--- src/rtl/image_mem_streamer.sv ---
// Streams a rectangular window of the on-chip image memory out as an Avalon-ST pixel stream.
// Optional stall counter enabled by defining IMG_STREAM_PERF_EN.
module image_mem_streamer #(
    parameter int unsigned FIFO_DEPTH = 4,
    parameter int unsigned ADDR_W     = 17
) (
    input  logic              clk,
    input  logic              reset_n,
    input  logic              start,
    input  logic [ADDR_W-1:0] base_addr,
    input  logic [9:0]        win_width,
    input  logic [9:0]        win_height,
    input  logic [ADDR_W-1:0] stride,
    output logic              busy,
    output logic              done,
    output logic              err,
    output logic [ADDR_W-1:0] mem_address,
    output logic              mem_chipselect,
    output logic              mem_write,
    output logic              mem_clken,
    input  logic [31:0]       mem_readdata,
    output logic [31:0]       src_data,
    output logic              src_valid,
    input  logic              src_ready,
    output logic              src_sop,
    output logic              src_eol,
    output logic              src_eop,
    output logic [31:0]       perf_stall_cycles
);

    localparam int unsigned PTR_W = (FIFO_DEPTH > 1) ? $clog2(FIFO_DEPTH) : 1;
    localparam int unsigned CNT_W = PTR_W + 1;

    localparam logic [1:0] IDLE  = 2'd0;
    localparam logic [1:0] RUN   = 2'd1;
    localparam logic [1:0] DRAIN = 2'd2;

    logic [1:0]        state_q, state_d;
    logic [9:0]        width_q, width_d;
    logic [9:0]        height_q, height_d;
    logic [ADDR_W-1:0] stride_q, stride_d;
    logic [9:0]        row_q, row_d;
    logic [9:0]        col_q, col_d;
    logic [ADDR_W-1:0] row_base_q, row_base_d;
    logic              push_q, push_d;
    logic [2:0]        tag_q, tag_d;
    logic              done_q, done_d;
    logic              err_q, err_d;

    logic [31:0]       fifo_data_q [FIFO_DEPTH];
    logic [2:0]        fifo_tag_q  [FIFO_DEPTH];
    logic [PTR_W-1:0]  wr_ptr_q, wr_ptr_d;
    logic [PTR_W-1:0]  rd_ptr_q, rd_ptr_d;
    logic [CNT_W-1:0]  count_q, count_d;

    logic issue;
    logic pop;
    logic credit_ok;
    logic start_accept;
    logic last_col;
    logic last_row;

    // Credit excludes same-cycle pops so the FIFO can never overflow.
    assign credit_ok = (32'(count_q) + 32'(push_q)) < FIFO_DEPTH;
    assign last_col  = (col_q == width_q - 10'd1);
    assign last_row  = (row_q == height_q - 10'd1);
    assign pop       = src_valid & src_ready;

    always_comb begin
        wr_ptr_d = wr_ptr_q;
        rd_ptr_d = rd_ptr_q;
        count_d  = count_q;
        if (push_q) begin
            wr_ptr_d = wr_ptr_q + PTR_W'(1);
        end
        if (pop) begin
            rd_ptr_d = rd_ptr_q + PTR_W'(1);
        end
        if (push_q && !pop) begin
            count_d = count_q + CNT_W'(1);
        end else if (!push_q && pop) begin
            count_d = count_q - CNT_W'(1);
        end
    end

    always_comb begin
        state_d      = state_q;
        width_d      = width_q;
        height_d     = height_q;
        stride_d     = stride_q;
        row_d        = row_q;
        col_d        = col_q;
        row_base_d   = row_base_q;
        done_d       = 1'b0;
        err_d        = 1'b0;
        issue        = 1'b0;
        start_accept = 1'b0;
        case (state_q)
            IDLE: begin
                if (start) begin
                    if (win_width == 10'd0 || win_height == 10'd0) begin
                        done_d = 1'b1;
                        err_d  = 1'b1;
                    end else begin
                        start_accept = 1'b1;
                        width_d      = win_width;
                        height_d     = win_height;
                        stride_d     = stride;
                        row_d        = 10'd0;
                        col_d        = 10'd0;
                        row_base_d   = base_addr;
                        state_d      = RUN;
                    end
                end
            end
            RUN: begin
                if (credit_ok) begin
                    issue = 1'b1;
                    if (last_col) begin
                        col_d      = 10'd0;
                        row_d      = row_q + 10'd1;
                        row_base_d = row_base_q + stride_q;
                        if (last_row) begin
                            state_d = DRAIN;
                        end
                    end else begin
                        col_d = col_q + 10'd1;
                    end
                end
            end
            DRAIN: begin
                if (count_d == CNT_W'(0) && !push_q) begin
                    state_d = IDLE;
                    done_d  = 1'b1;
                end
            end
            default: state_d = IDLE;
        endcase
    end

    // Tag order is {sop, eol, eop}; it rides with the read into the FIFO.
    always_comb begin
        push_d = issue;
        tag_d  = {(row_q == 10'd0) && (col_q == 10'd0), last_col, last_col && last_row};
    end

    always_ff @(posedge clk) begin
        if (!reset_n) begin
            state_q    <= IDLE;
            width_q    <= '0;
            height_q   <= '0;
            stride_q   <= '0;
            row_q      <= '0;
            col_q      <= '0;
            row_base_q <= '0;
            push_q     <= 1'b0;
            tag_q      <= '0;
            done_q     <= 1'b0;
            err_q      <= 1'b0;
            wr_ptr_q   <= '0;
            rd_ptr_q   <= '0;
            count_q    <= '0;
            for (int i = 0; i < FIFO_DEPTH; i++) begin
                fifo_data_q[i] <= '0;
                fifo_tag_q[i]  <= '0;
            end
        end else begin
            state_q    <= state_d;
            width_q    <= width_d;
            height_q   <= height_d;
            stride_q   <= stride_d;
            row_q      <= row_d;
            col_q      <= col_d;
            row_base_q <= row_base_d;
            push_q     <= push_d;
            tag_q      <= tag_d;
            done_q     <= done_d;
            err_q      <= err_d;
            wr_ptr_q   <= wr_ptr_d;
            rd_ptr_q   <= rd_ptr_d;
            count_q    <= count_d;
            if (push_q) begin
                fifo_data_q[wr_ptr_q] <= mem_readdata;
                fifo_tag_q[wr_ptr_q]  <= tag_q;
            end
        end
    end

    assign busy           = (state_q != IDLE);
    assign done           = done_q;
    assign err            = err_q;
    assign mem_chipselect = issue;
    assign mem_address    = row_base_q + ADDR_W'(col_q);
    assign mem_write      = 1'b0;
    assign mem_clken      = reset_n;
    assign src_valid      = (count_q != CNT_W'(0));
    assign src_data       = fifo_data_q[rd_ptr_q];
    assign {src_sop, src_eol, src_eop} = fifo_tag_q[rd_ptr_q];

`ifdef IMG_STREAM_PERF_EN
    logic [31:0] stall_q, stall_d;

    always_comb begin
        stall_d = stall_q;
        if (start_accept) begin
            stall_d = '0;
        end else if (busy && src_valid && !src_ready && stall_q != 32'hFFFF_FFFF) begin
            stall_d = stall_q + 32'd1;
        end
    end

    always_ff @(posedge clk) begin
        if (!reset_n) begin
            stall_q <= '0;
        end else begin
            stall_q <= stall_d;
        end
    end

    assign perf_stall_cycles = stall_q;
`else
    assign perf_stall_cycles = '0;
`endif

endmodule

--- config.mk ---
export PLATFORM = sky130hd
export DESIGN_NAME = image_mem_streamer
export DESIGN_NICKNAME = d
export VERILOG_FILES = /design/src/rtl/image_mem_streamer.sv
export SDC_FILE = /design/constraint.sdc
export NUM_CORES = 1
export LEC_CHECK = 0
export BUFFER_PORTS_ARGS = -buffer_cell sky130_fd_sc_hd__buf_2
export CAP_MARGIN = 25
export CORE_MARGIN = 5
export CORE_UTILIZATION = 58
export CTS_CLUSTER_SIZE = 40
export DETAILED_ROUTE_END_ITERATION = 12
export PLACE_DENSITY_LB_ADDON = 0.05
export SLEW_MARGIN = 20
export SYNTH_ARGS = -nofsm -noshare
export SYNTH_HDL_FRONTEND = slang
export SYNTH_SLANG_ARGS = --single-unit
--- constraint.sdc ---
create_clock -name clk -period 4.1 [get_ports clk]
set_input_delay 0.82 -clock clk [delete_from_list [all_inputs] [get_ports clk]]
set_output_delay 0.82 -clock clk [all_outputs]
set_load 0.005 [all_outputs]
---- Yosys cells after proc, flatten, opt, wreduce, memory -nomap -nowiden ----
Memory sizes are Yosys's and may differ from the RTL's. A register that Yosys moved wholly into a read port is not among the register bits.
Index checks and enable logic that the tools add are counted.
word-level totals
  bits in registers ....................... 89
  bits in writable memories ............... 140
  memories ................................ 2
memories
  memory       words  width  read ports  clocked after Yosys merged registers in  write ports  RTL line  text
  fifo_data_q  4      32     1           1                                        4            50        logic [31:0] fifo_data_q [FIFO_DEPTH];
  fifo_tag_q   4      3      1           1                                        4            51        logic [2:0] fifo_tag_q [FIFO_DEPTH];
operators by class
  $add $sub $neg .......................... 11
  $lt $le $gt $ge ......................... 1
  eq/ne operators ......................... 10
  muxes and demuxes ....................... 42
  bitwise operators ....................... 2
  reduce and logical (&&, ||, !) cells .... 24
operators by type and width
  cell                   count
  $mux 17                4
  $mux 10                6
  $logic_not 10->1       4
  $pmux 10 s2            2
  $pmux 17 s2            1
  $mux 32                1
  $reduce_or 32->1       1
  $mux 2                 12
  $add 10x1->10 const B  2
  $eq 10x10->1           2
  $sub 10x1->10 const B  2
  $add 17x10->17         1
  $add 17x17->17         1
  $ne 2x2->1 const B     6
  $mux 1                 11
  $mux 3                 3
  $pmux 2 s3             1
  $reduce_and 6->1       1
  $logic_and 1x1->1      5
  $reduce_and 5->1       1
  $add 2x1->2 const B    2
  $add 3x1->4            1
  $lt 4x3->1 const B     1
  $reduce_and 4->1       1
  other kinds (16)       18

---- Logic depth before layout (Yosys ltp) ----
Gate-level depths: netlist of the first run.
  depth in word-level cells ............... 9
  mapped depth ............................ 12

---- Worst setup path after synthesis of the first run ----
Ideal clock, no wire load.
  path kind ............................... register to register
  start ................................... register wr_ptr_q[0]
  end ..................................... memory fifo_data_q[2][0], enable pin
  library setup time ...................... 0.476 ns
  arrival time ............................ 3.162 ns
  path slack .............................. 0.462 ns
  stages on the path, launching flop included .. 4
  clock period less this slack ............ 3.638 ns
  cells stage by stage .................... dfxtp_1 > nand2b_1 > clkbuf_1 > o21ai_0
RTL lines
  what                    RTL line  text
  start, declared         52        logic [PTR_W-1:0] wr_ptr_q, wr_ptr_d;
  start signal, assigned  179       wr_ptr_q <= wr_ptr_d;
  end, declared           50

---- Final worst setup path of the first run ----
  start ................................... register col_q[0]
  end ..................................... output mem_address[16]
on the way
  cells in the longest elaborated chain, start to end .. 1
ends and longest elaborated chain
  what                    RTL line  text
  start, declared         43        logic [9:0] col_q, col_d;
  start signal, assigned  173       col_q <= col_d;
  $add 17x10->17          193       assign mem_address = row_base_q + ADDR_W'(col_q);
  end, declared           17        output logic [ADDR_W-1:0] mem_address,
No other way between the ends.

==> results of run 1 <==
==> metal layers <==
metal  up-vias  routed length, um  part of all wire  global-route usage
li1       4428                  -                 -                   -
met1      4319              11600              0.41               0.299
met2       263              14600              0.51               0.422
met3        43               1820             0.064              0.0358
met4         2                581             0.020              0.0606
met5         -                  7           0.00024                   0
==> metrics by stage <==
stage | cell area (um^2) | cells | utilization
final | 13700 | 1598 | 0.673
after detailed placement | 13000 | 1555 | 0.636
after global placement | 12900 | 1554 | 0.635
after CTS | 13700 | 1598 | 0.673
after global routing | 13700 | 1598 | 0.673
after floorplan | 12200 | 1218 | -
==> repair_timing <==
| action | in CTS | in global routing |
|---|---|---|
| setup endpoints to repair | 0 | 4 |
| hold buffers | 0 | 0 |
| resized for setup | 0 | 7 |
| endpoints found under the hold margin | 0 | 0 |
==> registers in the layout, indices dropped and copies added (netlist names), named ones only <==
signal       flops
tag_q            3
err              1
push_q           1
rd_ptr_q         2
fifo_tag_q      12
state_q          2
width_q         10
count_q          3
stride_q        17
row_base_q      17
fifo_data_q    128
done             1
height_q        10
row_q           10
wr_ptr_q         2
col_q           10
==> worst min-delay path: cells and delay by family, from the launching register on <==
| kind | cells | cell delay (ns) |
|---|---|---|
| DFF | 1 | 0.31 |
| and+or+nand+nor | 1 | 0.05 |
| AOI/OAI and AO/OA | 1 | 0.05 |
==> cells in the final DEF (no fill, tap or decap), drive strengths merged, types with 24 or more instances in the layout <==
cell	synthesis	final
nand3	24	24
buf	48	165
ha	35	35
conb	1	33
mux4	35	35
clkbuf	50	29
inv	62	63
xor2	27	27
and2	39	39
nor2	118	118
dfxtp	91	91
nand2	159	159
edfxtp	140	140
nor3	39	39
a21oi	77	77
xnor2	30	30
==> worst paths after layout <==
kind                                   from                     endpoint  slack [ns]  depth (start not counted)
setup / recovery      col_q[0]$_SDFFE_PN0P_              mem_address[16]        0.23                         11
hold / removal    stride_q[15]$_SDFFE_PN0P_    stride_q[15]$_SDFFE_PN0P_        0.46                          2
setup reg to reg    width_q[0]$_SDFFE_PN0P_  row_base_q[16]$_SDFFE_PN0P_        0.96                          9
hold reg to reg   stride_q[15]$_SDFFE_PN0P_    stride_q[15]$_SDFFE_PN0P_        0.46                          2
==> kinds of logic after synthesis <==
group / count (synthesis) / share of synthesized area
other cells: 1 / 0.000311
compound gates: 185 / 0.100
buf+inv: 160 / 0.0619
fa+ha+maj: 37 / 0.0396
mux: 40 / 0.0695
xor+xnor: 57 / 0.0414
simple gates: 475 / 0.188
flops: 231 / 0.499
==> power breakdown <==
| part | leakage (nW) | switching, W | internal (W) |
|---|---|---|---|
| combinational | 3.02 | 0.000835 | 0.000720 |
| clock | 0.352 | 0.000898 | 0.00118 |
| sequential | 2.20 | 0.000151 | 0.00264 |
| total | 5.56 | 0.00188 | 0.00454 |
==> layout make-up <==
cell class                 count  area [um^2]
clock buffer                  29          641
inverter                      62          233
multi-input combinational    827         5470
timing repair buffer         165          896
sequential                   231         6030
fill                        1636         6650
clock inverter                14          103
tap                          270          338
==> results.toml, run 1 <==
[global_routing]
grt_pass1_wl_um = 45500
grt_antenna_before_repair = 1
grt_pass1_vias = 8814
grt_overflow_total = 0
grt_max_degree = 64
grt_util_all_layers = 0.235

[worst_setup_path]
slowest_delay_ns = 0.53
worstPathArrival_ns = 3.05
worstSetupPathType = "reg -> out"
end_kind = "primary output"
required_ns = 3.28
cp_cell_sequence = "ha_1, inv_1, fa_2, nor2b_1, o21ai_0, a21oi_1, o21ai_2, a2111o_1, a21oi_2, xor2_1, buf_2"
path_max_fanout = 7
worstSetupStartpointType = "flop"
path_delay_family = "compound AO/OA/AOI/OAI gates"
slowest_stage = "a2111o_1"
critPathBufInv = 2

[detailed_routing]
wl_per_cell_um = 17.9
firstDrtPassIters = 5
ant_nets = 0
via_count = 9055
viasPerCell = 5.67
drc = 0
drt-initial-drc-count = 504
totalWireLength_um = 28600

[finish]
diodes = 0
layout.nets = 1439
drive_above_1_share = 0.197
area_growth_pct = 13.6

[yosys]
yosysTopAreaCell = "edfxtp_1"
synth-edff-count = 140
yosys-top-cells-count = "159 x nand2_1, 140 x edfxtp_1, 117 x nor2_1"
synth_area_leaders = "edfxtp_1 35%, dfxtp_1 15%, mux4_2 6.5%"
ys_types = 70
syn_area_mm2 = 0.0121
yosysMostFrequentCell = "nand2_1"
syn-mean-instance-area_um2 = 10.2
synth_ff_type = "edfxtp_1"
ys_warn_count = 0
yosysSeqAreaShare = 0.499
yosysTopAreaCellShare = 0.348
ys_ff_latch = 231
syn_inst = 1186
synthArstFlopShare = 0

[timing]
slew_headroom = 0.303
hold_ws_ns = 0.462
hold_viol = 0
period_needed_ns = 3.87
setup-violations-final = 0
tightest_slew_ns = 1.05
finalCritPeriodShare = 0.944
max_freq_ghz = 0.258
rsz0062_at_grt = "false"
tns_ns = 0
worst_clock_skew_ns = 0.0106
fin_ws_ns = 0.228
drv_slew = 0

[clocking]
clk_pin_slew_worst_paths_ns = 0.06
cts_tree = "built"
htreeDepth = 1
worstSkewPairLatency_ns = 0.52
cts_made_buffers = 25
cts_setup_buffers = 0
clock-sinks = 231
clockBufferDepth = 3
clk_root_buffer_cell = "clkbuf_16"

[die]
die_area_mm2 = 0.0238
core-area_mm2 = 0.0204
die_w_um = 154
std_cell_rows = 52
io_pins = 181
chipHeight_um = 154
initial_core_util = 0.593

[power]
p_per_area_mw_per_mm2 = 469
p_total_w = 0.00642
ir_worst_vdd_mv = 0.361
p_leak_nw = 5.56

[placement]
pre_cts_ws_ns = 0.600
place.gp.congestion = 0.871
port-buffer-count = 147
dp_hpwl_um = 19000

[run]
max_cap_violations = 0

[outcome]
status = "completed"

[worst_hold_path]
holdCritPathClass = "reg -> reg"
No activity file was read; power rests on OpenSTA's default activity.
==> run 2: changes to the inputs <==
--- a/config.mk
+++ b/config.mk
@@ -7,8 +7,9 @@
 export LEC_CHECK = 0
 export BUFFER_PORTS_ARGS = -buffer_cell sky130_fd_sc_hd__buf_2
 export CAP_MARGIN = 25
+export CORE_ASPECT_RATIO = 0.9
 export CORE_MARGIN = 5
-export CORE_UTILIZATION = 58
+export CORE_UTILIZATION = 52
 export CTS_CLUSTER_SIZE = 40
 export DETAILED_ROUTE_END_ITERATION = 12
 export PLACE_DENSITY_LB_ADDON = 0.05
==> constraint.sdc (replaced) <==
create_clock -name clk -period 3.5 [get_ports clk]
set_input_delay 0.7 -clock clk [delete_from_list [all_inputs] [get_ports clk]]
set_output_delay 0.7 -clock clk [all_outputs]
set_load 0.005 [all_outputs]
==> results.toml, run 2 (synthesized netlist as in run 1, its figures left out) <==
[timing]
max_freq_ghz = 0.284
finalCritPeriodShare = 1.01
tns_ns = -0.0447
worst_clock_skew_ns = 0.0121
hold_viol = 0
tightest_slew_ns = 0.906
fin_ws_ns = -0.0177
period_needed_ns = 3.52
setup-violations-final = 3
slew_headroom = 0.396
drv_slew = 0
rsz0062_at_grt = "true"
hold_ws_ns = 0.401

[finish]
regArea_mm2 = 0.00603
largest-register = "fifo_data_q"
final_common_cell = "nand2_1"
multi_input_area_mm2 = 0.00553
largest_reg_flops = 128
nFillCells = 1928
reg.largest.list = "fifo_data_q x128, row_base_q x17, stride_q x17"
final_cell_mix = "159 x nand2_1, 147 x buf_2, 140 x edfxtp_1, 116 x nor2_1, 86 x dfxtp_1"
diodes = 0
fin_util = 0.619
area_growth_pct = 16.2
layout.nets = 1456
finalInstanceArea_mm2 = 0.0140
drive_above_1_share = 0.223

[clocking]
clk_root_buffer_cell = "clkbuf_16"
worstSkewPairLatency_ns = 0.53
clk_pin_slew_worst_paths_ns = 0.06
clockBufferDepth = 3
htreeDepth = 1
cts_made_buffers = 25
clock-sinks = 231
cts_tree = "built"
cts_hold_buf = 0

[detailed_routing]
via_count = 9142
drt-initial-drc-count = 564
drc = 0
viasPerCell = 5.56
totalWireLength_um = 29200
ant_nets = 0
firstDrtPassIters = 5
wl_per_cell_um = 17.8

[die]
chipHeight_um = 155
die_w_um = 171
std_cell_rows = 52
die_area_mm2 = 0.0264
io_pins = 181
initial_core_util = 0.533
core-area_mm2 = 0.0226

[power]
p_per_area_mw_per_mm2 = 553
ir_worst_vdd_mv = 0.361
p_leak_nw = 5.73

[worst_setup_path]
crit_path_start = "col_q[0]$_SDFFE_PN0P_"
required_ns = 2.80
worstPathArrival_ns = 2.82
rr_worst_depth = 10
worstSetupStartpointType = "flop"
path_max_fanout = 4
end_kind = "primary output"
reg2reg_slack_ns = 0.36
slowest_delay_ns = 0.49
timing.rr.end = "row_base_q[14]$_SDFFE_PN0P_"
rr_startpoint = "row_base_q[0]$_SDFFE_PN0P_"
cp_cell_sequence = "ha_4, inv_2, fa_2, nor2b_2, o21ai_2, a21oi_2, o21ai_2, a2111o_1, a21oi_2, xor2_1, buf_2"
worstSetupPathType = "reg -> out"
slowest_stage = "a2111o_1"

[outcome]
status = "finished with violations"
violations = "negative setup slack"

[placement]
dp_hpwl_um = 19700
pre_cts_ws_ns = 0.273
port-buffer-count = 147
place.gp.congestion = 0.864
placed_area_mm2 = 0.0131

[global_routing]
grt_overflow_total = 0
grt_antenna_before_repair = 0
grt_pass1_vias = 8915
grt_util_all_layers = 0.217
grt_max_degree = 63
grt_pass1_wl_um = 46500

[worst_hold_path]
holdCritPathClass = "in -> reg"
hold_path_end = "stride_q[2]$_SDFFE_PN0P_"
hold_depth = 3
holdCritStartpoint = "stride[2]"

[run]
max_cap_violations = 0
run 2: cell types whose count changed in the layout (fill, tap and decap cells not counted), moves of 3 or more:
cell	before	now
a21oi_1	76	71
a21oi_2	1	6
buf_4	16	32
clkbuf_8	0	8
clkinv_1	5	0
clkinv_2	1	6
clkinvlp_2	3	0
dfxtp_2	2	5
run 2: worst max-delay path by stage:
stage	end	slack, ns
after floorplan	fifo_data_q[0][0]$_SDFFCE_PN0P_	0.51
final	mem_address[16]	-0.02
after global routing	mem_address[16]	-0.17
after CTS	mem_address[12]	-0.13
after detailed placement	mem_address[12]	0.27
after global placement	mem_address[16]	0.33
run 2: worst max-delay path, delay by kind of cell, from the launching register on:
family / cells / cell delay [ns]
AO/OA/AOI/OAI: 5 / 1.03
XOR/XNOR: 1 / 0.14
adder cells (fa/ha/maj): 2 / 0.48
buffers and inverters: 2 / 0.15
flip-flops: 1 / 0.36
AND/OR/NAND/NOR: 1 / 0.13
run 2: timing repair:
action                                  in CTS  in global routing
setup buffers                                2                  4
pin swaps                                    7                 15
gates resized for setup                     17                  8
endpoints found under the setup margin       7                  7
run 2: power by group:
group          leakage [nW]  switching, W  internal [W]  total, W
sequential             2.20      0.000208       0.00310   0.00330
combinational          3.11      0.000960      0.000871   0.00183
clock                 0.416       0.00109       0.00154   0.00263
total                  5.73       0.00226       0.00550   0.00776
run 2: final cells by class:
type	count	share of cell area
clock buffers	38	0.0553
clock inverters	8	0.00410
repair buffers	182	0.0733
multi-input cells	827	0.394
well taps	297	0.0265
flip-flops and latches	231	0.430
inverters	62	0.0166
run 2: metal layers:
| layer | global-route usage | share of wire |
|---|---|---|
| met5 | 0 | 0 |
| met2 | 0.370 | 0.49 |
| met1 | 0.294 | 0.43 |
| met4 | 0.0422 | 0.015 |
| met3 | 0.0370 | 0.068 |
run 2: through the flow:
stage | std cells | power [W]
3_3_place_gp | 1593 | 0.00517
3_5_place_dp | 1593 | 0.00519
2_1_floorplan | 1218 | 0.00457
6_report | 1645 | 0.00776
5_1_grt | 1645 | 0.00814
4_1_cts | 1641 | 0.00783
==> run 3: changes to the inputs <==
--- a/config.mk
+++ b/config.mk
@@ -9,7 +9,8 @@
 export CAP_MARGIN = 25
 export CORE_ASPECT_RATIO = 0.9
 export CORE_MARGIN = 5
-export CORE_UTILIZATION = 52
+export CORE_UTILIZATION = 54
+export CTS_BUF_LIST = sky130_fd_sc_hd__clkbuf_4
 export CTS_CLUSTER_SIZE = 40
 export DETAILED_ROUTE_END_ITERATION = 12
 export PLACE_DENSITY_LB_ADDON = 0.05
==> results.toml, run 3 (synthesized netlist as in run 1, its figures left out) <==
[timing]
finalCritPeriodShare = 1.06
period_needed_ns = 3.70
tightest_slew_ns = 0.732
setup-violations-final = 4
fin_ws_ns = -0.195
worst_clock_skew_ns = 0.0265
hold_ws_ns = 0.258
max_freq_ghz = 0.271
rsz0062_at_grt = "true"
drv_slew = 0
hold_viol = 0
slew_headroom = 0.505

[detailed_routing]
top_layer = "met4"
drt-initial-drc-count = 567
totalWireLength_um = 29700
firstDrtPassIters = 5
via_count = 9339
viasPerCell = 5.48
drc = 0
dr_wl_met3_um = 2060
wl_met2_um = 14500
wl_per_cell_um = 17.4
ant_nets = 0
m1WireLength_um = 12700

[outcome]
status = "finished with violations"
violations = "negative setup slack"

[worst_setup_path]
end_kind = "primary output"
worstPathArrival_ns = 3.00
worstSetupStartpointType = "flop"
required_ns = 2.80
path_max_fanout = 4
worstSetupPathType = "reg -> out"

[worst_hold_path]
holdCritPathClass = "in -> reg"

[finish]
largest-register = "fifo_data_q"
largest_reg_flops = 128
final_cell_mix = "159 x nand2_1, 147 x buf_2, 140 x edfxtp_1, 116 x nor2_1, 94 x clkbuf_4"
layout.nets = 1489
drive_above_1_share = 0.253
reg.largest.list = "fifo_data_q x128, row_base_q x17, stride_q x17"
final_common_cell = "nand2_1"
area_growth_pct = 16.0

[die]
die_w_um = 168
die_area_mm2 = 0.0254
io_pins = 181
initial_core_util = 0.553
chipHeight_um = 152
core-area_mm2 = 0.0218
std_cell_rows = 51

[clocking]
clockBufferDepth = 3
htreeDepth = 2
clk_pin_slew_worst_paths_ns = 0.06
cts_made_buffers = 59
cts_hold_buf = 0
cts_tree = "built"
clk_root_buffer_cell = "clkbuf_4"
clock-sinks = 231
worstSkewPairLatency_ns = 0.69

[placement]
place.gp.congestion = 0.863
pre_cts_ws_ns = 0.299
dp_hpwl_um = 19600
port-buffer-count = 147

[global_routing]
grt_pass1_wl_um = 47700
grt_util_all_layers = 0.227
grt_max_degree = 63
grt_pass1_vias = 9317
grt_overflow_total = 0
grt_antenna_before_repair = 1

[power]
p_leak_nw = 5.78
p_per_area_mw_per_mm2 = 534
ir_worst_vdd_mv = 0.256

[run]
max_cap_violations = 0
==> run 3: worst paths after layout <==
path	from	to	slack (ns)	depth (start not counted)
worst max register to register	width_q[0]$_SDFFE_PN0P_	row_q[9]$_SDFFE_PN0P_	0.25	10
worst max-delay path	col_q[0]$_SDFFE_PN0P_	mem_address[14]	-0.20	11
worst min register to register	stride_q[3]$_SDFFE_PN0P_	stride_q[3]$_SDFFE_PN0P_	0.46	2
worst min-delay path	win_width[9]	width_q[9]$_SDFFE_PN0P_	0.26	3
==> run 3: what timing repair did <==
action / CTS / global route
pin swaps: 14 / 16
setup buffers: 5 / 2
gates resized for setup: 19 / 9
setup endpoints to repair: 10 / 10
==> run 3: power by group <==
| part | internal, W | switching [W] | total, W |
|---|---|---|---|
| registers | 0.00309 | 0.000210 | 0.00331 |
| clock network | 0.00122 | 0.00110 | 0.00233 |
| logic | 0.000878 | 0.000967 | 0.00184 |
==> run 3: final cells by class <==
class                           count  area [um^2]
Sequential cell                   231         6030
Inverter                           62          233
Multi-Input combinational cell    827         5550
Timing Repair Buffer              181         1040
Antenna cell                        1         2.50
Tap cell                          291          364
Fill cell                        1904         7830
Clock buffer                       94          706
Clock inverter                     17         75.1
==> run 3: critical path, stage by stage (launching register included) <==
cell and delay [ns]:
dfxtp_2 0.35, ha_4 0.14, inv_2 0.03, fa_2 0.35
nor2b_2 0.15, o21ai_2 0.08, a21oi_2 0.17, o21ai_2 0.08
a2111o_1 0.49, a21oi_2 0.18, xor2_1 0.15, buf_2 0.14
==> run 3: through the flow <==
step	setup TNS (ns)	cell area, um^2	util	total power, W	std cells
2_1_floorplan	0	12200	-	0.00457	1218
3_3_place_gp	0	13100	0.598	0.00517	1584
3_5_place_dp	0	13100	0.598	0.00519	1584
4_1_cts	-1.21	13900	0.638	0.00755	1700
5_1_grt	-1.75	14000	0.641	0.00793	1704
6_report	-0.649	14000	0.641	0.00748	1704
==> run 3: layer usage <==
| metal | global-route usage | up-vias |
|---|---|---|
| li1 | - | 4571 |
| met1 | 0.304 | 4409 |
| met2 | 0.380 | 318 |
| met4 | 0.0611 | 0 |
| met3 | 0.0459 | 41 |
| met5 | 0 | - |
